`config.mk`:
```
export PLATFORM = sky130hd
export DESIGN_NAME = pipe_hazard_ctrl
export DESIGN_NICKNAME = d
export VERILOG_FILES = /design/src/rtl/pipe_hazard_ctrl.sv
export SDC_FILE = /design/constraint.sdc
export NUM_CORES = 1
export LEC_CHECK = 0
export ABC_CLOCK_PERIOD_IN_PS = 3900
export BUFFER_PORTS_ARGS = -buffer_cell sky130_fd_sc_hd__buf_2
export CORE_UTILIZATION = 31
export CTS_BUF_LIST = sky130_fd_sc_hd__clkbuf_16
export DETAILED_ROUTE_END_ITERATION = 7
export SLEW_MARGIN = 25
export SYNTH_ARGS = -nofsm -noshare
export SYNTH_HDL_FRONTEND = slang
export SYNTH_SLANG_ARGS = --single-unit
```
`constraint.sdc`:
```
create_clock -name clk -period 3.9 [get_ports clk]
set_input_delay 0.78 -clock clk [delete_from_list [all_inputs] [get_ports clk]]
set_output_delay 0.78 -clock clk [all_outputs]
set_load 0.02 [all_outputs]
```
`src/rtl/pipe_hazard_ctrl.sv`:
```
// -----------------------------------------------------------------------------
// pipe_hazard_ctrl
// Hazard and forwarding controller for the 5-stage pipelined CPU
// (IF/ID/EX/MEM/WB). It tracks the destination registers of the instructions
// in flight in EX, MEM and WB. From these it produces load-use stalls,
// branch/jump flushes and registered forwarding selects for the EX-stage ALU
// operands. It also keeps two saturating performance counters.
//
// Parameters
//   REG_AW   register-file address width (2**REG_AW registers)
//   R0_ZERO  1: register 0 is hardwired zero and never creates a hazard or a forward
//   CNT_W    width of the saturating stall/flush counters
//
// Ports
//   clk          rising-edge clock
//   rst          asynchronous, active-low reset
//   id_valid     decode slot holds a real instruction
//   id_rs1       decode source A register
//   id_rs2       decode source B register
//   id_rs1_used  source A is read by this instruction
//   id_rs2_used  source B is a register, not an immediate
//   id_rd        decode destination register
//   id_wen       instruction writes the register file
//   id_is_load   result comes from data memory
//   ex_redirect  branch/jump resolved taken in EX
//   stall        hold PC and the FetchDecode register (combinational)
//   bubble       load a NOP into the DecodeExecute register (combinational)
//   flush        clear FetchDecode and DecodeExecute (combinational)
//   fwd_a/fwd_b  registered EX operand source: 00 regfile, 01 EX/MEM ALU result,
//                10 MEM/WB result, 11 WB bypass latch
//   stall_cnt    saturating count of stall cycles
//   flush_cnt    saturating count of flush cycles
// -----------------------------------------------------------------------------
module pipe_hazard_ctrl #(
  parameter int REG_AW  = 4,
  parameter int R0_ZERO = 1,
  parameter int CNT_W   = 16
) (
  input  logic              clk,
  input  logic              rst,
  input  logic              id_valid,
  input  logic [REG_AW-1:0] id_rs1,
  input  logic [REG_AW-1:0] id_rs2,
  input  logic              id_rs1_used,
  input  logic              id_rs2_used,
  input  logic [REG_AW-1:0] id_rd,
  input  logic              id_wen,
  input  logic              id_is_load,
  input  logic              ex_redirect,
  output logic              stall,
  output logic              bubble,
  output logic              flush,
  output logic [1:0]        fwd_a,
  output logic [1:0]        fwd_b,
  output logic [CNT_W-1:0]  stall_cnt,
  output logic [CNT_W-1:0]  flush_cnt
);

  typedef struct packed {
    logic              v;
    logic [REG_AW-1:0] rd;
    logic              wen;
    logic              ld;
  } slot_t;

  slot_t ex_q, mem_q, wb_q;
  slot_t id_slot;
  logic  hazard;
  logic  [1:0] fwd_a_d, fwd_b_d;

  // A slot only matters when it will really write a register; writes to a
  // hardwired-zero r0 are ignored.
  function automatic logic is_live(input slot_t s);
    return s.v & s.wen & ~((R0_ZERO != 0) & (s.rd == '0));
  endfunction

  // Youngest producer wins: the EX instruction's result is the newest value.
  function automatic logic [1:0] fwd_sel(input logic [REG_AW-1:0] rs,
                                         input logic used);
    logic [1:0] sel;
    sel = 2'b00;
    if (used) begin
      if (is_live(ex_q) && ex_q.rd == rs)
        sel = 2'b01;
      else if (is_live(mem_q) && mem_q.rd == rs)
        sel = 2'b10;
      else if (is_live(wb_q) && wb_q.rd == rs)
        sel = 2'b11;
    end
    return sel;
  endfunction

  // Load-use detection, flush priority and next forwarding selects.
  always_comb begin
    hazard  = 1'b0;
    id_slot = '0;
    if (id_valid && is_live(ex_q) && ex_q.ld) begin
      if ((id_rs1_used && id_rs1 == ex_q.rd) || (id_rs2_used && id_rs2 == ex_q.rd))
        hazard = 1'b1;
    end
    flush   = ex_redirect;
    stall   = hazard & ~ex_redirect;
    bubble  = stall;
    fwd_a_d = fwd_sel(id_rs1, id_rs1_used);
    fwd_b_d = fwd_sel(id_rs2, id_rs2_used);
    id_slot.v   = id_valid;
    id_slot.rd  = id_rd;
    id_slot.wen = id_wen;
    id_slot.ld  = id_is_load;
  end

  // Tracking slots and forwarding selects. A stalled or flushed decode slot
  // enters EX as an empty bubble that carries no forwarding.
  always_ff @(posedge clk or negedge rst) begin
    if (!rst) begin
      ex_q  <= '0;
      mem_q <= '0;
      wb_q  <= '0;
      fwd_a <= 2'b00;
      fwd_b <= 2'b00;
    end else begin
      wb_q  <= mem_q;
      mem_q <= ex_q;
      if (flush || stall) begin
        ex_q  <= '0;
        fwd_a <= 2'b00;
        fwd_b <= 2'b00;
      end else begin
        ex_q  <= id_slot;
        fwd_a <= fwd_a_d;
        fwd_b <= fwd_b_d;
      end
    end
  end

  // Performance counters stick at all-ones instead of wrapping.
  always_ff @(posedge clk or negedge rst) begin
    if (!rst) begin
      stall_cnt <= '0;
      flush_cnt <= '0;
    end else begin
      if (stall && stall_cnt != '1)
        stall_cnt <= stall_cnt + CNT_W'(1);
      if (flush && flush_cnt != '1)
        flush_cnt <= flush_cnt + CNT_W'(1);
    end
  end

endmodule

```
==> reports/summary.json, run 1 <==
{
  "worst_setup_path": {
    "timing_worst_setup_path_type": "primary input to primary output",
    "cp-end-kind": "primary output",
    "critical_path.max_fanout": 3,
    "crit_path_cell_trace": "buf_2 > xor2_1 > nor4_2 > a32o_2 > and2_1 > buf_2",
    "path_delay_family": "simple AND/OR/NAND/NOR gates",
    "slowest_stage": "sky130_fd_sc_hd__nor4_2",
    "arrival_time_of_the_worst_setup_path_ns": 2.03,
    "start_kind": "primary input",
    "crit_path_frequent_cell": "sky130_fd_sc_hd__buf_2",
    "path_depth": 6,
    "critPathMaxStageDelay_ns": 0.40,
    "rrSetupSlack_ns": 1.84,
    "critPathBufInv": 2,
    "reg2reg_depth": 6,
    "required_ns": 3.12
  },
  "min_path": {
    "hold_class": "register to register",
    "whs_path_depth": 0
  },
  "synth": {
    "synth.yosys.seq_area_share_pct": 52.6,
    "synth-async-reset-ratio_pct": 100,
    "ys_types": 38,
    "synth_edf_count": 0,
    "syn_area_mm2": 0.00262,
    "synthesis.instances": 228,
    "syn_area_per_cell_um2": 11.5,
    "postSynthRegisterBits": 55,
    "synthesis.nets": 250,
    "ys.flop_type": "sky130_fd_sc_hd__dfrtp_1",
    "synth-warning-count": 0
  },
  "sta": {
    "maxSlewViolCount": 0,
    "final_hold_violations": 0,
    "setup_violations": 0,
    "final_worst_clock_skew_ns": 0.00361,
    "setup_tns_ns": 0,
    "slew-limit-headroom_pct": 45.3,
    "tightestPinTransition_ns": 0.820,
    "rsz0062_at_grt": "false",
    "timing.final.crit_period_ns": 2.81,
    "fmax_mhz": 356,
    "timing.final.crit_share_pct": 72.0
  },
  "routing": {
    "drt_wl_total_um": 5420,
    "dr.first_iter.drc_count": 73,
    "drtAntennaViolNets": 0,
    "post_drt_via_cell_ratio": 4.90,
    "drt_pass1_iterations": 4,
    "vias": 1940,
    "drt_drc_violations_left": 0,
    "post_drt_wl_per_cell_um": 13.7
  },
  "finish": {
    "final_cell_mix": "sky130_fd_sc_hd__buf_2 (58), sky130_fd_sc_hd__dfrtp_1 (55), sky130_fd_sc_hd__xnor2_1 (37)",
    "diodes": 0,
    "drive_above_1_share_pct": 27.1,
    "finish.cell_count_without_fillers": 396,
    "area_growth_pct": 22.0,
    "fin_nets": 312,
    "mostFrequentLayoutCell": "sky130_fd_sc_hd__buf_2"
  },
  "floorplanning": {
    "initial_core_utilization_pct": 32.0,
    "die_height_um": 93.9,
    "dieArea_mm2": 0.00881,
    "die_width_um": 93.9,
    "core_mm2": 0.00818,
    "io_count": 59,
    "std_cell_rows": 33
  },
  "cts": {
    "cts_resized": 0,
    "numClockSinks": 55,
    "worst_skew_pair.late_latency_ns": 0.29,
    "postCtsSetupBuffers": 0,
    "h_tree_depth": 2,
    "cts_buffers": 5,
    "worst_setup_hold_path_clk_slew_ns": 0.07,
    "max-clock-path-buffers": 2,
    "cts.root.buffer_cell": "sky130_fd_sc_hd__clkbuf_16",
    "cts_tree": "yes",
    "post_cts_hold_buffer_count": 0
  },
  "flow_run": {
    "maxCapViolations": 0
  },
  "placement": {
    "placement.io_buffers": 58,
    "dpl.hpwl_um": 4120,
    "placedCellCount": 388,
    "gp_routability_congestion": 0.804
  },
  "global_routing": {
    "grt_pass1_wl_um": 9230,
    "globalRouteTotalUtil_pct": 13.5,
    "maximum_number_of_pins_on_one_net_before_global_route_repair": 38,
    "gr-total-overflow": 0,
    "first_global_vias": 1919,
    "grt_antenna_before_repair": 0
  },
  "power_and_ir_drop": {
    "leakage_power_nw": 1.54,
    "worst_vdd_ir_v": 0.000158,
    "pwr_density_cell_mw_per_mm2": 433
  },
  "run_status": {
    "run_status": "completed"
  }
}
-- layout make-up --
class	count	area (um2)
Multi-Input combinational cell	166	1190
Sequential cell	55	1380
Timing Repair Buffer	61	313
Clock inverter	3	47.5
Inverter	1	3.75
Tap cell	105	131
Clock buffer	5	125
Fill cell	815	4980
-- final timing paths --
| kind | from | end |
|---|---|---|
| hold reg to reg | ex_q[1] | mem_q[1] |
| setup reg to reg | ex_q[3] | stall_cnt[1] |
| hold / removal | ex_q[1] | mem_q[1] |
| setup / recovery | id_rs1[1] | stall |
| max in group asynchronous | rst | flush_cnt[0] |
| min in group asynchronous | rst | flush_cnt[8] |
-- worst register-to-register path, cell delays in order, from the launching register on --
cell	delay [ns]
sky130_fd_sc_hd__dfrtp_1	0.42
sky130_fd_sc_hd__xor2_1	0.19
sky130_fd_sc_hd__nor4_2	0.40
sky130_fd_sc_hd__a32o_2	0.26
sky130_fd_sc_hd__buf_4	0.21
sky130_fd_sc_hd__nand3b_2	0.15
sky130_fd_sc_hd__mux2_4	0.32
-- stage by stage --
stage | utilization (%) | total power [mW] | setup WS, ns | cell area (um2) | hold WS, ns
floorplan | - | 0.796 | 1.00 | 2620 | 0.353
global placement | 36.9 | 0.880 | 1.09 | 3020 | 0.361
detailed placement | 36.9 | 0.885 | 1.07 | 3020 | 0.364
CTS | 39.0 | 1.40 | 1.07 | 3190 | 0.381
global route | 39.0 | 1.45 | 0.991 | 3190 | 0.396
finish | 39.0 | 1.38 | 1.09 | 3190 | 0.378
-- sequential cells by signal, indices dropped and copies added, names as in the netlist --
signal and flops:
ex_q 7, flush_cnt 16, fwd_a 2, fwd_b 2, mem_q 6, stall_cnt 16, wb_q 6
-- synth_stat cells, types with 3 or more instances --
master,instances,area [um2]
sky130_fd_sc_hd__and2_1,14,87.6
sky130_fd_sc_hd__and3_1,13,81.3
sky130_fd_sc_hd__and4_1,3,26.3
sky130_fd_sc_hd__buf_4,3,22.5
sky130_fd_sc_hd__dfrtp_1,55,1380
sky130_fd_sc_hd__nand2_1,9,33.8
sky130_fd_sc_hd__nand3_1,12,60.1
sky130_fd_sc_hd__nand4_1,22,138
sky130_fd_sc_hd__nor2_1,10,37.5
sky130_fd_sc_hd__xnor2_1,37,324
sky130_fd_sc_hd__xor2_1,14,123
-- kinds of logic (layout without fill, tap and decap cells) --
family          count (synthesis)  count (layout)  share of synthesized area [%]
compound gates                 13              13                           4.30
buf+inv                         7              70                           1.77
simple gates                   97              97                           21.9
fa+ha+maj                       2               2                          0.956
xor+xnor                       51              51                           17.1
mux                             3               3                           1.43
flops                          55              55                           52.6
-- power breakdown --
part	total, mW	switching (mW)	internal, mW	leakage, nW
Sequential	0.670	0.0554	0.614	0.736
Combinational	0.201	0.118	0.0832	0.724
Clock	0.510	0.203	0.306	0.0844
Total	1.38	0.377	1.00	1.54
-- metal layers --
layer	vias up	GRT usage, %	wire length, um
met2	44	22.1	2550
met4	0	4.49	70
met1	959	17.6	2590
li1	932	-	-
met5	-	0	0
met3	5	2.83	212
Note: power is estimated with default switching activity, not from simulation.
==> inputs of run 2 (changes only) <==
Settings changed: ABC_CLOCK_PERIOD_IN_PS 3900 to 2900.
Clock period 3.9 ns to 2.9 ns, I/O delays scaled along.
==> run 2 against run 1 <==
Net effect:
- design area is 0.55% lower
- highest routed layer unchanged
- die area stayed put
- sequential power is 34% higher
- core utilization is 0.21 points lower
- sequential share of layout area is 0.24 points higher
- global-route usage hardly changed
- critical endpoint unchanged
- wire length is 0.41% higher
- combinational power is 36% higher
- worst hold slack worse by 0.22 ns
- total power is 28% higher
- clock-buffer cell count stayed put
- register-to-register slack worse by 1.0 ns
- critical path type is now register to primary output
==> reports/summary.json, run 2 (same netlist as run 1, synthesis figures left out) <==
{
  "routing": {
    "drt_drc_violations_left": {"value": 0, "change": "unchanged"},
    "dr.first_iter.drc_count": {"value": 25, "change": "-66%"},
    "drt_wl_total": {"value": 5440, "unit": "um", "change": "+0.41%"},
    "drt_pass1_iterations": {"value": 4, "change": "unchanged"},
    "drtAntennaViolNets": {"value": 0, "change": "unchanged"},
    "vias": {"value": 1926, "change": "-0.72%"},
    "post_drt_via_cell_ratio": {"value": 4.85, "change": "-0.97%"},
    "post_drt_wl_per_cell": {"value": 13.7, "unit": "um", "change": "+0.15%"}
  },
  "sta": {
    "final_worst_clock_skew": {"value": 0.00429, "unit": "ns", "change": "+0.000686 ns"},
    "maxSlewViolCount": {"value": 0, "change": "unchanged"},
    "setup_tns": {"value": 0, "unit": "ns", "change": "unchanged"},
    "hold_ws": {"value": 0.155, "unit": "ns", "change": "-0.223 ns"},
    "slew-limit-headroom": {"value": 53.3, "unit": "%", "change": "+7.9 points"},
    "fmax_mhz": 405,
    "setup_violations": {"value": 0, "change": "unchanged"},
    "final_hold_violations": {"value": 0, "change": "unchanged"},
    "timing.final.crit_period_ns": 2.47,
    "tightestPinTransition": {"value": 0.700, "unit": "ns", "change": "-0.120 ns"},
    "rsz0062_at_grt": "false",
    "timing.final.crit_share_pct": 85.2
  },
  "floorplanning": {
    "dieArea": {"value": 0.00881, "unit": "mm2", "change": "unchanged"},
    "core": {"value": 0.00818, "unit": "mm2", "change": "unchanged"},
    "std_cell_rows": {"value": 33, "change": "unchanged"},
    "io_count": {"value": 59, "change": "unchanged"},
    "die_width": {"value": 93.9, "unit": "um", "change": "unchanged"},
    "initial_core_utilization": {"value": 32.0, "unit": "%", "change": "unchanged"},
    "die_height": {"value": 93.9, "unit": "um", "change": "unchanged"}
  },
  "finish": {
    "mostFrequentLayoutCell": "sky130_fd_sc_hd__buf_2",
    "finish.cell_count_without_fillers": {"value": 397, "change": "+0.25%"},
    "drive_above_1_share": {"value": 27.4, "unit": "%", "change": "+0.25 points"},
    "diodes": {"value": 0, "change": "unchanged"},
    "area_growth_pct": 21.3,
    "fin_nets": {"value": 313, "change": "+0.32%"},
    "final_cell_mix": "sky130_fd_sc_hd__buf_2 (58), sky130_fd_sc_hd__dfrtp_1 (55), sky130_fd_sc_hd__xnor2_1 (37)",
    "largest_registers": "flush_cnt: 16 flops, stall_cnt: 16 flops, ex_q: 7 flops"
  },
  "worst_setup_path": {
    "arrival_time_of_the_worst_setup_path": {"value": 1.89, "unit": "ns", "change": "-0.14 ns"},
    "reg2reg_depth": {"value": 6, "change": "unchanged"},
    "critPathBufInv": {"value": 1, "change": "-1"},
    "critical_path.max_fanout": {"value": 4, "change": "+1"},
    "timing_worst_setup_path_type": "register to primary output",
    "crit_path_cell_trace": "xor2_1 > nor4_2 > a32o_2 > and2_1 > buf_2",
    "path_delay_family": "simple AND/OR/NAND/NOR gates",
    "critPathMaxStageDelay": {"value": 0.44, "unit": "ns", "change": "+0.04 ns"},
    "path_depth": {"value": 5, "change": "-1"},
    "slowest_stage": "sky130_fd_sc_hd__dfrtp_1",
    "required": {"value": 2.32, "unit": "ns", "change": "-0.80 ns"},
    "cp-end-kind": "primary output",
    "start_kind": "register"
  },
  "flow_run": {
    "maxCapViolations": {"value": 0, "change": "unchanged"}
  },
  "placement": {
    "dpl.hpwl": {"value": 4240, "unit": "um", "change": "+2.9%"},
    "placedCellCount": {"value": 389, "change": "+0.26%"},
    "placement.io_buffers": {"value": 58, "change": "unchanged"},
    "gp_routability_congestion": {"value": 0.846, "change": "+5.3%"}
  },
  "run_status": {
    "run_status": "completed"
  },
  "cts": {
    "post_cts_hold_buffer_count": {"value": 0, "change": "unchanged"},
    "max-clock-path-buffers": {"value": 2, "change": "unchanged"},
    "worst_skew_pair.late_latency": {"value": 0.29, "unit": "ns", "change": "about the same"},
    "cts.root.buffer_cell": "sky130_fd_sc_hd__clkbuf_16",
    "h_tree_depth": {"value": 2, "change": "unchanged"},
    "postCtsSetupBuffers": {"value": 0, "change": "unchanged"},
    "worst_setup_hold_path_clk_slew": {"value": 0.07, "unit": "ns", "change": "about the same"},
    "cts_resized": {"value": 0, "change": "unchanged"},
    "cts_tree": "yes",
    "numClockSinks": {"value": 55, "change": "unchanged"},
    "cts_buffers": {"value": 5, "change": "unchanged"}
  },
  "global_routing": {
    "grt_util_met2": {"value": 21.4, "unit": "%", "change": "-0.67 points"},
    "first_global_vias": {"value": 1904, "change": "-0.78%"},
    "met1_routing_resource_usage_after_global_routing": {"value": 17.8, "unit": "%", "change": "+0.17 points"},
    "grt_most_used_layer": "met2",
    "grt_antenna_before_repair": {"value": 0, "change": "unchanged"},
    "globalRouteTotalUtil": {"value": 13.4, "unit": "%", "change": "-0.016 points"},
    "grt_pass1_wl": {"value": 9080, "unit": "um", "change": "-1.6%"},
    "met3_track_utilization_from_global_routing": {"value": 2.91, "unit": "%", "change": "+0.081 points"},
    "gr-total-overflow": {"value": 0, "change": "unchanged"},
    "maximum_number_of_pins_on_one_net_before_global_route_repair": {"value": 27, "change": "-29%"}
  },
  "power_and_ir_drop": {
    "leakage_power": {"value": 1.54, "unit": "nW", "change": "-0.32%"},
    "worst_vdd_ir": {"value": 0.000217, "unit": "V", "change": "+37%"},
    "pwr_density_cell": {"value": 557, "unit": "mW/mm2", "change": "+29%"}
  },
  "min_path": {
    "hold_class": "primary input to async pin"
  }
}
[run 2: cell types whose count changed in the layout (fill, tap and decap cells not counted), sizes merged]
cell / change
buf: +1
inv: +1
bufinv: -1
[run 2: power breakdown]
part | switching [mW] | total (mW) | internal (mW)
Sequential | 0.0718 | 0.898 | 0.826
Clock | 0.272 | 0.597 | 0.325
Combinational | 0.160 | 0.273 | 0.113
[run 2: area by class of cell]
| type | instances | area, um2 |
|---|---|---|
| fillers | 831 | 5000 |
| flip-flops and latches | 55 | 1380 |
| multi-input cells | 166 | 1190 |
| repair buffers | 62 | 320 |
| well taps | 105 | 131 |
| clock buffers | 5 | 125 |
| clock inverters | 3 | 22.5 |
| inverters | 1 | 3.75 |
[run 2: worst reg2reg max path, stage by stage (launching register included)]
cell,delay [ns]
sky130_fd_sc_hd__dfrtp_1,0.44
sky130_fd_sc_hd__xor2_1,0.19
sky130_fd_sc_hd__nor4_2,0.40
sky130_fd_sc_hd__a32o_2,0.26
sky130_fd_sc_hd__buf_4,0.21
sky130_fd_sc_hd__nand3b_2,0.15
sky130_fd_sc_hd__mux2_4,0.32
[run 2: final timing paths]
kind                          start           end  slack (ns)
max                         ex_q[3]         stall        0.43
min                             rst  flush_cnt[8]        0.15
max reg2reg                 ex_q[3]  stall_cnt[1]        0.81
min reg2reg                mem_q[1]       wb_q[1]        0.38
max in group asynchronous       rst       wb_q[1]        2.14
min in group clk           mem_q[1]       wb_q[1]        0.38
[run 2: per-layer routing]
metal / routed length (um) / vias up / part of all wire, %
li1: - / 939 / -
met1: 2580 / 930 / 47
met2: 2520 / 51 / 46
met3: 261 / 6 / 4.8
met4: 77 / 0 / 1.4
met5: 0 / - / 0
[run 2: metrics by stage]
stage               total power, mW  setup WS (ns)  cell area, um2  utilization [%]
floorplan                      1.07          0.402            2620                -
global placement               1.18          0.497            3030             37.0
detailed placement             1.19          0.488            3030             37.0
CTS                            1.80          0.387            3170             38.8
global route                   1.87          0.313            3170             38.8
finish                         1.77          0.430            3170             38.8
